==> config.mk <==
export PLATFORM = sky130hd
export DESIGN_NAME = bist_fsm_flat
export DESIGN_NICKNAME = d
export VERILOG_FILES = /design/src/rtl/bist_fsm_if.sv /design/src/rtl/bist_fsm.sv /design/src/flat_wrapper.sv
export SDC_FILE = /design/constraint.sdc
export NUM_CORES = 1
export LEC_CHECK = 0
export CORE_ASPECT_RATIO = 1.75
export CORE_UTILIZATION = 60
export DETAILED_ROUTE_END_ITERATION = 12
export DONT_BUFFER_PORTS = 1
export PLACE_DENSITY_LB_ADDON = 0.3
export SLEW_MARGIN = 10
export SYNTH_ARGS = -nofsm -noshare
export SYNTH_HDL_FRONTEND = slang
export SYNTH_SLANG_ARGS = --single-unit
==> constraint.sdc <==
create_clock -name clk -period 2.2 [get_ports clk]
set_input_delay 0.22 -clock clk [delete_from_list [all_inputs] [get_ports clk]]
set_output_delay 0.22 -clock clk [all_outputs]
set_load 0.01 [all_outputs]
==> src/rtl/bist_fsm_if.sv <==
// Signal bundle between the TAP-side test environment and the RUNBIST controller.
// The master side drives control, memory data and CUT response; the slave side is bist_fsm.
interface bist_fsm_if;
  logic        runbist_en;
  logic        idle_en;
  logic [7:0]  start_addr;
  logic [7:0]  end_addr;
  logic [7:0]  mem_data;
  logic        read_mem;
  logic [7:0]  addr;
  logic [4:0]  impact;
  logic [3:0]  result;
  logic [13:0] signature;

  modport master (
    output runbist_en, idle_en, start_addr, end_addr, mem_data, result,
    input  read_mem, addr, impact, signature
  );

  modport slave (
    input  runbist_en, idle_en, start_addr, end_addr, mem_data, result,
    output read_mem, addr, impact, signature
  );
endinterface

==> src/rtl/bist_fsm.sv <==
// RUNBIST controller: walks a vector-memory window, drives each vector into the CUT
// and compacts vector plus response into a 14-bit MISR signature.
module bist_fsm (
  input  logic       clk,
  input  logic       rst_n,
  bist_fsm_if.slave  bus
);

  typedef enum logic [2:0] {
    S_IDLE,
    S_LOAD,
    S_READ,
    S_APPLY,
    S_CAPTURE,
    S_DONE
  } state_t;

  state_t      state_q;
  logic [7:0]  addr_q;
  logic [4:0]  impact_q;
  logic [13:0] sig_q;
  logic [7:0]  vec_q;
  logic [13:0] misr_in;
  logic [13:0] sig_d;

  // Polynomial x^14+x^5+x^3+x+1: the feedback bit s[13] folds into taps 0, 1, 3 and 5.
  function automatic logic [13:0] misr_next(input logic [13:0] s, input logic [13:0] din);
    logic [13:0] n;
    n[0] = s[13] ^ din[0];
    for (int i = 1; i < 14; i++) begin
      n[i] = s[i-1] ^ din[i];
    end
    n[1] = n[1] ^ s[13];
    n[3] = n[3] ^ s[13];
    n[5] = n[5] ^ s[13];
    return n;
  endfunction

  always_comb begin
    misr_in = {vec_q, 2'b00, bus.result};
    sig_d   = misr_next(sig_q, misr_in);
  end

  // A paused test (idle_en low) must not fetch, so the strobe is qualified by both enables.
  assign bus.read_mem  = (state_q == S_READ) && bus.idle_en && bus.runbist_en;
  assign bus.addr      = addr_q;
  assign bus.impact    = impact_q;
  assign bus.signature = sig_q;

  always_ff @(posedge clk or negedge rst_n) begin
    if (!rst_n) begin
      state_q  <= S_IDLE;
      addr_q   <= 8'h00;
      impact_q <= 5'h00;
      sig_q    <= 14'h0000;
      vec_q    <= 8'h00;
    end else if ((state_q != S_IDLE) && !bus.runbist_en) begin
      // Abort keeps addr, impact and signature so the TAP can still read them.
      state_q <= S_IDLE;
    end else begin
      case (state_q)
        S_IDLE: begin
          if (bus.runbist_en && bus.idle_en) begin
            state_q <= S_LOAD;
          end
        end
        S_LOAD: begin
          if (bus.idle_en) begin
            addr_q  <= bus.start_addr;
            sig_q   <= 14'h0000;
            state_q <= S_READ;
          end
        end
        S_READ: begin
          if (bus.idle_en) begin
            state_q <= S_APPLY;
          end
        end
        S_APPLY: begin
          if (bus.idle_en) begin
            vec_q    <= bus.mem_data;
            impact_q <= bus.mem_data[4:0];
            state_q  <= S_CAPTURE;
          end
        end
        S_CAPTURE: begin
          if (bus.idle_en) begin
            sig_q <= sig_d;
            if (addr_q == bus.end_addr) begin
              state_q <= S_DONE;
            end else begin
              addr_q  <= addr_q + 8'd1;
              state_q <= S_READ;
            end
          end
        end
        S_DONE: begin
          state_q <= S_DONE;
        end
        default: begin
          state_q <= S_IDLE;
        end
      endcase
    end
  end

endmodule

==> src/flat_wrapper.sv <==
// flat-port wrapper written by rule: the top's interface ports become plain ports
module bist_fsm_flat 
  (clk, rst_n, bus_runbist_en, bus_idle_en, bus_start_addr, bus_end_addr, bus_mem_data, bus_result, bus_read_mem, bus_addr, bus_impact, bus_signature);
  bist_fsm_if bus_i ();
  input  logic clk;
  input  logic rst_n;
  input wire logic [$bits(bus_i.runbist_en)-1:0] bus_runbist_en;
  input wire logic [$bits(bus_i.idle_en)-1:0] bus_idle_en;
  input wire logic [$bits(bus_i.start_addr)-1:0] bus_start_addr;
  input wire logic [$bits(bus_i.end_addr)-1:0] bus_end_addr;
  input wire logic [$bits(bus_i.mem_data)-1:0] bus_mem_data;
  input wire logic [$bits(bus_i.result)-1:0] bus_result;
  output wire logic [$bits(bus_i.read_mem)-1:0] bus_read_mem;
  output wire logic [$bits(bus_i.addr)-1:0] bus_addr;
  output wire logic [$bits(bus_i.impact)-1:0] bus_impact;
  output wire logic [$bits(bus_i.signature)-1:0] bus_signature;
  assign bus_i.runbist_en = bus_runbist_en;
  assign bus_i.idle_en = bus_idle_en;
  assign bus_i.start_addr = bus_start_addr;
  assign bus_i.end_addr = bus_end_addr;
  assign bus_i.mem_data = bus_mem_data;
  assign bus_i.result = bus_result;
  assign bus_read_mem = bus_i.read_mem;
  assign bus_addr = bus_i.addr;
  assign bus_impact = bus_i.impact;
  assign bus_signature = bus_i.signature;
  bist_fsm u_core (.clk(clk), .rst_n(rst_n), .bus(bus_i));
endmodule
# == After elaboration in Yosys (flattened, before gate mapping) ==
# Cells that the tools add are included.
# classes
addsub,1
n_eq_ne,14
mux,15
bitwise,16
n_reduce_logical,12
# ops
cell,n
$mux W14,2
$pmux W14 S2,1
$mux W8,3
$mux W3,7
$pmux W3 S6,1
$pmux W8 S2,1
$xor A1 B1 Y1,15
$reduce_and A5 Y1,2
$ne A3 B2 Y1 const B,3
$add A8 B1 Y8 const B,1
$eq A8 B8 Y1,1
$eq A3 B2 Y1 const B,2
$eq A3 B3 Y1 const B,2
$ne A2 B2 Y1 const B,3
$logic_and A1 B1 Y1,4
$reduce_and A4 Y1,1
$eq A3 B1 Y1 const B,1
$logic_not A3 Y1,1
$ne A3 B1 Y1 const B,1
$ne A3 B3 Y1 const B,1
$reduce_and A3 Y1,1
$reduce_bool A3 Y1,1
$reduce_bool A2 Y1,1
$logic_not A1 Y1,1
$not A1 Y1,1
# totals
register_bits,38

# == Depth between registers and ports, before layout ==
# Gate-level depths: netlist (run 1).
# logic_depth
depth_word,5
depth_mapped,8
depth_no_buf,5

# == Worst setup path before layout (run 1) ==
# Ideal clock, no wire load.
# synth_timing
kind,register to register
from,"register u_core.addr_q[4], in the netlist u_core.bus.addr[4]"
to,"register u_core.addr_q[0], in the netlist u_core.bus.addr[0]"
setup_ps,121
arrival_ps,1625
setup_slack_ps,454
stages_incl_launch_ff,7
path_buffers,1
period_less_slack_ps,1746
cell_sequence,dfrtp_1 xor2_1 nor4_2 nand2_1 buf_2 o21a_1 o22a_1
# synth_via
elab_chain_cells,3
# synth_lines
element,line_no,rtl
"start, declared",bist_fsm.sv:19,logic [7:0] addr_q;
"start signal, assigned",bist_fsm.sv:69,addr_q <= bus.start_addr;
"start signal, assigned",bist_fsm.sv:92,addr_q <= addr_q + 8'd1;
$eq A8 B8 Y1,bist_fsm.sv:89,if (addr_q == bus.end_addr) begin
$ne A2 B2 Y1 (no source line),-,
$reduce_and A5 Y1 (no source line),-,
# No other way between the ends.
# A chain may end at the register's enable or synchronous reset.

# == Final worst setup path (run 1) ==
# layout_timing
from,"register u_core.addr_q[5], in the netlist u_core.bus.addr[5]"
to,"register u_core.addr_q[2], in the netlist u_core.bus.addr[2]"
# Same word-level chain as after synthesis.

==> results.toml, run 1 <==
[synth]
synth_sequential_area_ratio_pct = 45.2
synth_cell_types = 41
syn_avg_cell_area_um2 = 10.6
synth_fp_nets = 205
synth_seq_cells = 33
number_of_flops_mapped_to_enable_cells_by_yosys = 0
yosysWarnings = 0
synthesized_cell_area_um2 = 1830
synth-async-reset-ratio_pct = 100
ys_dominant_reg_cell = "dfrtp_1"
synthesis.instances = 172

[finish]
insertedDiodeCount = 0
fin_nets = 203
sequential_cell_area_um2 = 826
finalNonFillerCells = 199
layout.filler_cells = 247
most_frequent_cells_in_the_layout = "dfrtp_1 (33), xor2_1 (19), a22o_1 (14), nor2_1 (10), mux2_2 (8)"
area_growth_pct = 5.27
share_of_cells_above_drive_strength_1_pct = 14.6
area_of_combinational_cells_with_multiple_inputs_um2 = 887
layout.cells.most_common = "dfrtp_1"
design_area_um2 = 1920
finalCoreUtilization_pct = 66.5

[flow_run]
drv.max_cap_violation_count = 0

[clocking]
clock_path_buffers = 2
skew_pair_late_insertion_delay_ns = 0.29
tritoncts_num_sinks = 33
cts.root.buffer_cell = "clkbuf_8"
number_of_clock_buffers_inserted_by_tritoncts = 5
cts_setup_buffers = 0
path_clk_slew_ns = 0.07
tritoncts = "yes"
cts_htree_levels = 2

[grt]
largest_net_degree_at_the_start_of_global_routing = 34
global_route.overflow_total = 0
grt_pass1_vias = 1346
wire_length_of_the_first_global_routing_pass_um = 6190
grt_antenna_before_repair = 0
globalRouteTotalUtil_pct = 26.5

[min_path]
hold_class = "in2reg"
worst_hold_path.num_cells = 1

[worst_setup_path]
setup.worst_path.end_class = "flip-flop"
cp.arrival_ns = 2.14
critPathLaunchType = "flip-flop"
path_max_fanout = 15
critical_path.top_delay_family = "simple AND/OR/NAND/NOR gates"
slowest_stage = "dfrtp_1"
wp_depth = 5
reg2regPathDepth = 5
worstPathCellList = "xor2_1, nor4_1, nand2_2, and3_1, a311o_1"
cp_num_buf_inv = 0
critical-path-max-stage-delay_ns = 0.47
worst_ep_required_time_ns = 2.37
worstSetupPathType = "reg2reg"

[routing]
via_count = 1349
vias_per_cell = 6.78
drt_antenna_net_count = 0
drt_pre_antenna_iters = 9
avgRoutedWirePerCell_um = 20.4
drt_drc_violations_left = 4
routed_wl_um = 4050
detailedRoute.firstIterationViolations = 25

[outcome]
failed_checks = "DRC"
status = "finished, violations left"

[timing]
timing.final.crit_period_ns = 1.97
rsz0062_at_grt = "no"
max_freq_mhz = 508
fin_tns_setup_ns = 0
worstMarginPinSlew_ns = 0.617
slew_headroom_pct = 58.8
finalHoldViolations = 0
report.final.slew_viol_count = 0
number_of_setup_violations_in_the_final_report = 0
clock_skew_ns = 0.00614
timing.hold.ws_ns = 0.0435
post-route-period-util_pct = 89.4

[pwr]
cell_leakage_power_uw = 0.000874
power.density_cell_area_nw_per_um2 = 839
vdd.ir_drop.worst_mv = 0.588

[floorplanning]
die_width_um = 43.7
io-pin-count = 60
design.die.area_um2 = 3280
coreArea_um2 = 2900
rows = 26
floorplan.die.height_um = 75.0
start_util_pct = 63.1

[place]
placed_area_um2 = 1790
dpl.cell_count = 189
port_buffers = 0
dp_hpwl_um = 2820
place_congestion = 0.791
## worst reg2reg max path, cell delays in order, from the launching register on
cell     delay (ns)
dfrtp_1        0.47
xor2_1         0.20
nor4_1         0.42
nand2_2        0.27
and3_1         0.24
a311o_1        0.27
## report_power, final
part,leakage (uW),total (uW),switching [uW],internal (uW)
Sequential,0.000430,827,141,686
Clock,0.0000542,502,219,283
Combinational,0.000391,286,144,142
## final timing paths
check | endpoint | start | slack, ns
hold / removal | u_core.state_q[0] | bus_idle_en | 0.04
setup reg to reg | u_core.bus.addr[2] | u_core.bus.addr[5] | 0.23
setup / recovery | u_core.bus.addr[2] | u_core.bus.addr[5] | 0.23
max in group asynchronous | u_core.bus.signature[11] | rst_n | 1.64
min in group asynchronous | u_core.bus.addr[6] | rst_n | 0.37
hold reg to reg | u_core.vec_q[6] | u_core.vec_q[6] | 0.53
## cell families after synthesis
family	share of synthesized area, %
flip-flops	45.2
multiplexers	4.93
adder cells (fa/ha/maj)	0.684
AND/OR/NAND/NOR	14.1
AO/OA/AOI/OAI	17.2
XOR/XNOR	11.5
buffers and inverters	6.43
## routing by layer
| metal | share of wire (%) | up-vias | GRT usage, % |
|---|---|---|---|
| met5 | 0 | - | 0 |
| met4 | 1.7 | 0 | 10.8 |
| met3 | 5.4 | 7 | 7.91 |
| met2 | 56 | 53 | 49.6 |
| met1 | 37 | 672 | 26.4 |
| li1 | - | 617 | - |
## synth_stat cells (2+ instances only)
library cell / instances / area, um2
nand3_1: 2 / 10.0
inv_1: 2 / 7.51
or3_1: 6 / 37.5
a31oi_1: 2 / 12.5
a311oi_1: 4 / 35.0
o22a_1: 2 / 17.5
buf_6: 2 / 22.5
xor2_1: 19 / 166
buf_4: 8 / 60.1
nand4_1: 4 / 25.0
mux2_2: 8 / 90.1
a22o_1: 14 / 123
a21oi_1: 4 / 20.0
nor2_1: 10 / 37.5
a211oi_1: 3 / 22.5
xnor2_1: 5 / 43.8
dfrtp_1: 33 / 826
buf_2: 4 / 20.0
and4_1: 2 / 17.5
o21ai_0: 5 / 25.0
nand2_1: 6 / 22.5
nor3_1: 5 / 25.0
and3_1: 4 / 25.0
## sequential cells by signal, summed over array words and instances, names as in the netlist
register,count
u_core.bus.addr,8
u_core.bus.signature,14
u_core.state_q,3
u_core.vec_q,8
## area by class of cell
| type | instances | share of cell area [%] |
|---|---|---|
| timing repair buffer | 7 | 3.51 |
| inverter | 2 | 0.390 |
| tap | 28 | 1.82 |
| clock inverter | 1 | 0.260 |
| sequential | 33 | 42.9 |
| multi-input combinational | 121 | 46.1 |
| clock buffer | 7 | 5.01 |
## stage by stage
stage | total power (uW) | worst slack (ns)
finish | 1610 | 0.233
global route | 1690 | 0.0937
CTS | 1620 | 0.151
detailed placement | 1100 | 0.159
global placement | 1080 | 0.239
floorplan | 1060 | 0.454
## what timing repair did
action / in CTS / in global routing
setup endpoints to repair: 0 / 2
resized for setup: 0 / 1
hold buffers: 2 / 0
hold endpoints to repair: 33 / 0
Power figures use the tool's default switching activity.
==> run 2: changes to the inputs <==
Settings changed: CORE_UTILIZATION 60 to 52.
==> results.toml, run 2 (synthesized netlist as in run 1, its figures left out) <==
[grt]
grt_antenna_before_repair = 0
globalRouteTotalUtil_pct = 24.4
global_route.overflow_total = 0
largest_net_degree_at_the_start_of_global_routing = 34
grt_pass1_vias = 1430
wire_length_of_the_first_global_routing_pass_um = 6370

[clocking]
cts.root.buffer_cell = "clkbuf_8"
path_clk_slew_ns = 0.07
tritoncts = "yes"
ctsResizeCount = 0
cts_htree_levels = 2
tritoncts_num_sinks = 33
clock_path_buffers = 2
cts_setup_buffers = 0
number_of_clock_buffers_inserted_by_tritoncts = 5
cts_hold_buf = 2
skew_pair_late_insertion_delay_ns = 0.28

[floorplanning]
io-pin-count = 60
die_width_um = 46.8
coreArea_um2 = 3360
start_util_pct = 54.4
floorplan.die.height_um = 80.4
rows = 28
design.die.area_um2 = 3770

[place]
port_buffers = 0
place_congestion = 0.803
dp_hpwl_um = 2980

[worst_setup_path]
worstPathCellList = "xnor2_1, or3_1, or3_1, o21ai_0, a311oi_1"
critPathLaunchType = "flip-flop"
worst_path_most_repeated_cell = "or3_1"
critical-path-max-stage-delay_ns = 0.52
slowest_stage = "or3_1"
worstSetupPathType = "reg2reg"
path_max_fanout = 13
cp.arrival_ns = 2.02
setup.worst_path.end_class = "flip-flop"
regToRegSetupSlack_ns = 0.32
worst_ep_required_time_ns = 2.34

[timing]
timing.hold.ws_ns = 0.0357
clock_skew_ns = 0.00373
max_freq_mhz = 532
timing.final.crit_period_ns = 1.88
rsz0062_at_grt = "no"
worstMarginPinSlew_ns = 0.429
number_of_setup_violations_in_the_final_report = 0
finalHoldViolations = 0
fin_tns_setup_ns = 0
post-route-period-util_pct = 85.4
report.final.slew_viol_count = 0
slew_headroom_pct = 71.2

[routing]
detailedRoute.firstIterationViolations = 38
routed_wl_um = 4090
drt_antenna_net_count = 0
vias_per_cell = 6.37
drt_pre_antenna_iters = 4
avgRoutedWirePerCell_um = 18.7
drt_drc_violations_left = 0
via_count = 1396

[finish]
largest_register_ff_count = 14
layout.filler_cells = 307
share_of_cells_above_drive_strength_1_pct = 15.5
fin_nets = 207
area_growth_pct = 7.32
insertedDiodeCount = 0
layout.cells.most_common = "dfrtp_1"
most_frequent_cells_in_the_layout = "dfrtp_1 (33), xor2_1 (19), a22o_1 (14), nor2_1 (10), buf_4 (9)"

[pwr]
cell_leakage_power_uw = 0.000881
vdd.ir_drop.worst_mv = 0.616
power.density_cell_area_nw_per_um2 = 815

[outcome]
status = "completed"

[flow_run]
drv.max_cap_violation_count = 0

[min_path]
hold_class = "in2reg"
-- run 2: final timing paths --
check	start	end	depth (start not counted)
max in group asynchronous	rst_n	u_core.bus.signature[0]	2
setup / recovery	u_core.state_q[2]	u_core.bus.addr[4]	5
hold / removal	bus_idle_en	u_core.state_q[0]	1
min in group asynchronous	rst_n	u_core.bus.addr[3]	2
hold reg to reg	u_core.vec_q[6]	u_core.vec_q[6]	1
setup reg to reg	u_core.state_q[2]	u_core.bus.addr[4]	5
-- run 2: layout make-up --
cell class,instances,area [um2],area share [%]
multi-input cells,121,885,45.1
flip-flops and latches,33,826,42.1
repair buffers,11,97.6,4.97
clock buffers,6,82.6,4.21
well taps,45,56.3,2.87
clock inverters,1,7.51,0.383
inverters,2,7.51,0.383
-- run 2: through the flow --
step / area, um2 / power (uW) / setup WS [ns] / std cells / util (%)
floorplan: 1830 / 1060 / 0.454 / 172 / -
global placement: 1840 / 1110 / 0.423 / 210 / 54.8
detailed placement: 1840 / 1130 / 0.348 / 210 / 54.8
CTS: 1960 / 1620 / 0.344 / 219 / 58.3
global route: 1960 / 1680 / 0.253 / 219 / 58.3
finish: 1960 / 1600 / 0.321 / 219 / 58.3
-- run 2: worst max-delay path: cells and delay by family (launching register included) --
kind / cells / cell delay, ns
AO/OA/AOI/OAI: 2 / 0.18
XOR/XNOR: 1 / 0.17
flip-flops: 1 / 0.47
AND/OR/NAND/NOR: 2 / 0.92
-- run 2: metal layers --
metal  track usage (%)  share of wire (%)  vias up  wire length, um
met5                 0                  0        -                0
met4              12.6                2.9        0              120
met3              9.66                7.3       11              297
met2              39.6                 52       59             2120
met1              25.9                 38      697             1550
li1                  -                  -      629                -
-- run 2: power breakdown --
group          switching [uW]  leakage, uW  internal (uW)
sequential                109     0.000430            687
combinational             174     0.000408            163
clock                     220    0.0000433            247
total                     503     0.000881           1100
==> run 3: changes to the inputs <==
==> constraint.sdc (replaced) <==
create_clock -name clk -period 2.2 [get_ports clk]
set_input_delay 0.44 -clock clk [delete_from_list [all_inputs] [get_ports clk]]
set_output_delay 0.44 -clock clk [all_outputs]
set_load 0.01 [all_outputs]
==> results.toml, run 3 (synthesized netlist as in run 1, its figures left out) <==
[routing]
drt_antenna_net_count = 0
drt_drc_violations_left = 0
routed_wl_um = 4030
avgRoutedWirePerCell_um = 18.4
via_count = 1350
vias_per_cell = 6.16
drt_pre_antenna_iters = 6
detailedRoute.firstIterationViolations = 47

[clocking]
cts_setup_buffers = 0
skew_pair_late_insertion_delay_ns = 0.28
number_of_clock_buffers_inserted_by_tritoncts = 5
cts_htree_levels = 2
cts_hold_buf = 2
ctsResizeCount = 0
clock_path_buffers = 2
path_clk_slew_ns = 0.07
tritoncts = "yes"
cts.root.buffer_cell = "clkbuf_8"
tritoncts_num_sinks = 33

[floorplanning]
design.die.area_um2 = 3770
coreArea_um2 = 3360
start_util_pct = 54.4
rows = 28
die_width_um = 46.8
floorplan.die.height_um = 80.4
io-pin-count = 60

[worst_setup_path]
worstPathCellList = "xnor2_1, or3_1, or3_1, o21ai_0, a311oi_1"
cp.arrival_ns = 1.99
worst_path_most_repeated_cell = "or3_1"
cp_num_buf_inv = 0
setup.worst_path.end_class = "flip-flop"
slowest_stage = "or3_1"
critPathLaunchType = "flip-flop"
worst_ep_required_time_ns = 2.35
worstSetupPathType = "reg2reg"
critical_path.top_delay_family = "simple AND/OR/NAND/NOR gates"
path_max_fanout = 13
critical-path-max-stage-delay_ns = 0.51

[finish]
area_growth_pct = 7.12
fin_nets = 207
insertedDiodeCount = 0
most_frequent_cells_in_the_layout = "dfrtp_1 (33), xor2_1 (19), a22o_1 (14), nor2_1 (10), buf_4 (9)"
share_of_cells_above_drive_strength_1_pct = 14.9
layout.cells.most_common = "dfrtp_1"
largest_register_ff_count = 14

[place]
post-place-ws_ns = 0.370
port_buffers = 0
place_congestion = 0.815
dp_hpwl_um = 2980

[grt]
global_route.overflow_total = 0
largest_net_degree_at_the_start_of_global_routing = 34
grt_pass1_vias = 1331
wire_length_of_the_first_global_routing_pass_um = 6210
grt_antenna_before_repair = 0
globalRouteTotalUtil_pct = 23.3

[pwr]
sw_frac_of_total_pct = 30.9
vdd.ir_drop.worst_mv = 0.518
intPower_uw = 1100
power.density_cell_area_nw_per_um2 = 811
cell_leakage_power_uw = 0.000882
finalPower_uw = 1590
combinationalPowerShare_pct = 21.2
pwr-share-seq_pct = 50.1
clockPowerShare_pct = 28.7
power.switching_uw = 490

[outcome]
status = "completed"

[timing]
post-route-period-util_pct = 83.8
slew_headroom_pct = 72.3
worstMarginPinSlew_ns = 0.416
clock_skew_ns = 0.00682
number_of_setup_violations_in_the_final_report = 0
timing.hold.ws_ns = 0.266
max_freq_mhz = 543
post-route-worst-setup-slack_ns = 0.357
timing.final.crit_period_ns = 1.84
rsz0062_at_grt = "no"
fin_tns_setup_ns = 0
finalHoldViolations = 0
report.final.slew_viol_count = 0

[min_path]
hold_class = "in2reg"

[flow_run]
drv.max_cap_violation_count = 0
run 3: power by group through the flow:
| stage | Combinational (uW) | Clock, uW | Sequential, uW |
|---|---|---|---|
| finish | 337 | 456 | 795 |
| global route | 372 | 497 | 808 |
| CTS | 340 | 470 | 795 |
| detailed placement | 320 | 0 | 807 |
| global placement | 307 | 0 | 801 |
| floorplan | 255 | 0 | 800 |
run 3: final cells by class:
| cell class | count | area (um2) |
|---|---|---|
| repair buffers | 11 | 97.6 |
| multi-input cells | 121 | 885 |
| flip-flops and latches | 33 | 826 |
| well taps | 45 | 56.3 |
| fillers | 312 | 1410 |
| clock buffers | 7 | 86.3 |
| inverters | 2 | 7.51 |
run 3: through the flow:
| stage | util (%) | std cells | area, um2 |
|---|---|---|---|
| after global routing | 58.2 | 219 | 1960 |
| after detailed placement | 54.8 | 210 | 1840 |
| after CTS | 58.2 | 219 | 1960 |
| after global placement | 54.8 | 210 | 1840 |
| after floorplan | - | 172 | 1830 |
| final | 58.2 | 219 | 1960 |
run 3: final timing paths:
path                       slack [ns]  depth (start not counted)               from                       end
max in group asynchronous        1.41                          2              rst_n  u_core.bus.signature[12]
max reg2reg                      0.36                          5  u_core.state_q[2]        u_core.bus.addr[4]
min reg2reg                      0.52                          1    u_core.vec_q[6]           u_core.vec_q[6]
max                              0.36                          5  u_core.state_q[2]        u_core.bus.addr[4]
min                              0.27                          1        bus_idle_en         u_core.state_q[0]
min in group asynchronous        0.60                          2              rst_n        u_core.bus.addr[3]
run 3: layer usage:
layer / up-vias / wire length [um] / track usage, %
met5: - / 0 / 0
met4: 0 / 53 / 8.00
met3: 7 / 285 / 7.42
met2: 54 / 2200 / 39.6
met1: 665 / 1490 / 26.1
li1: 624 / - / -
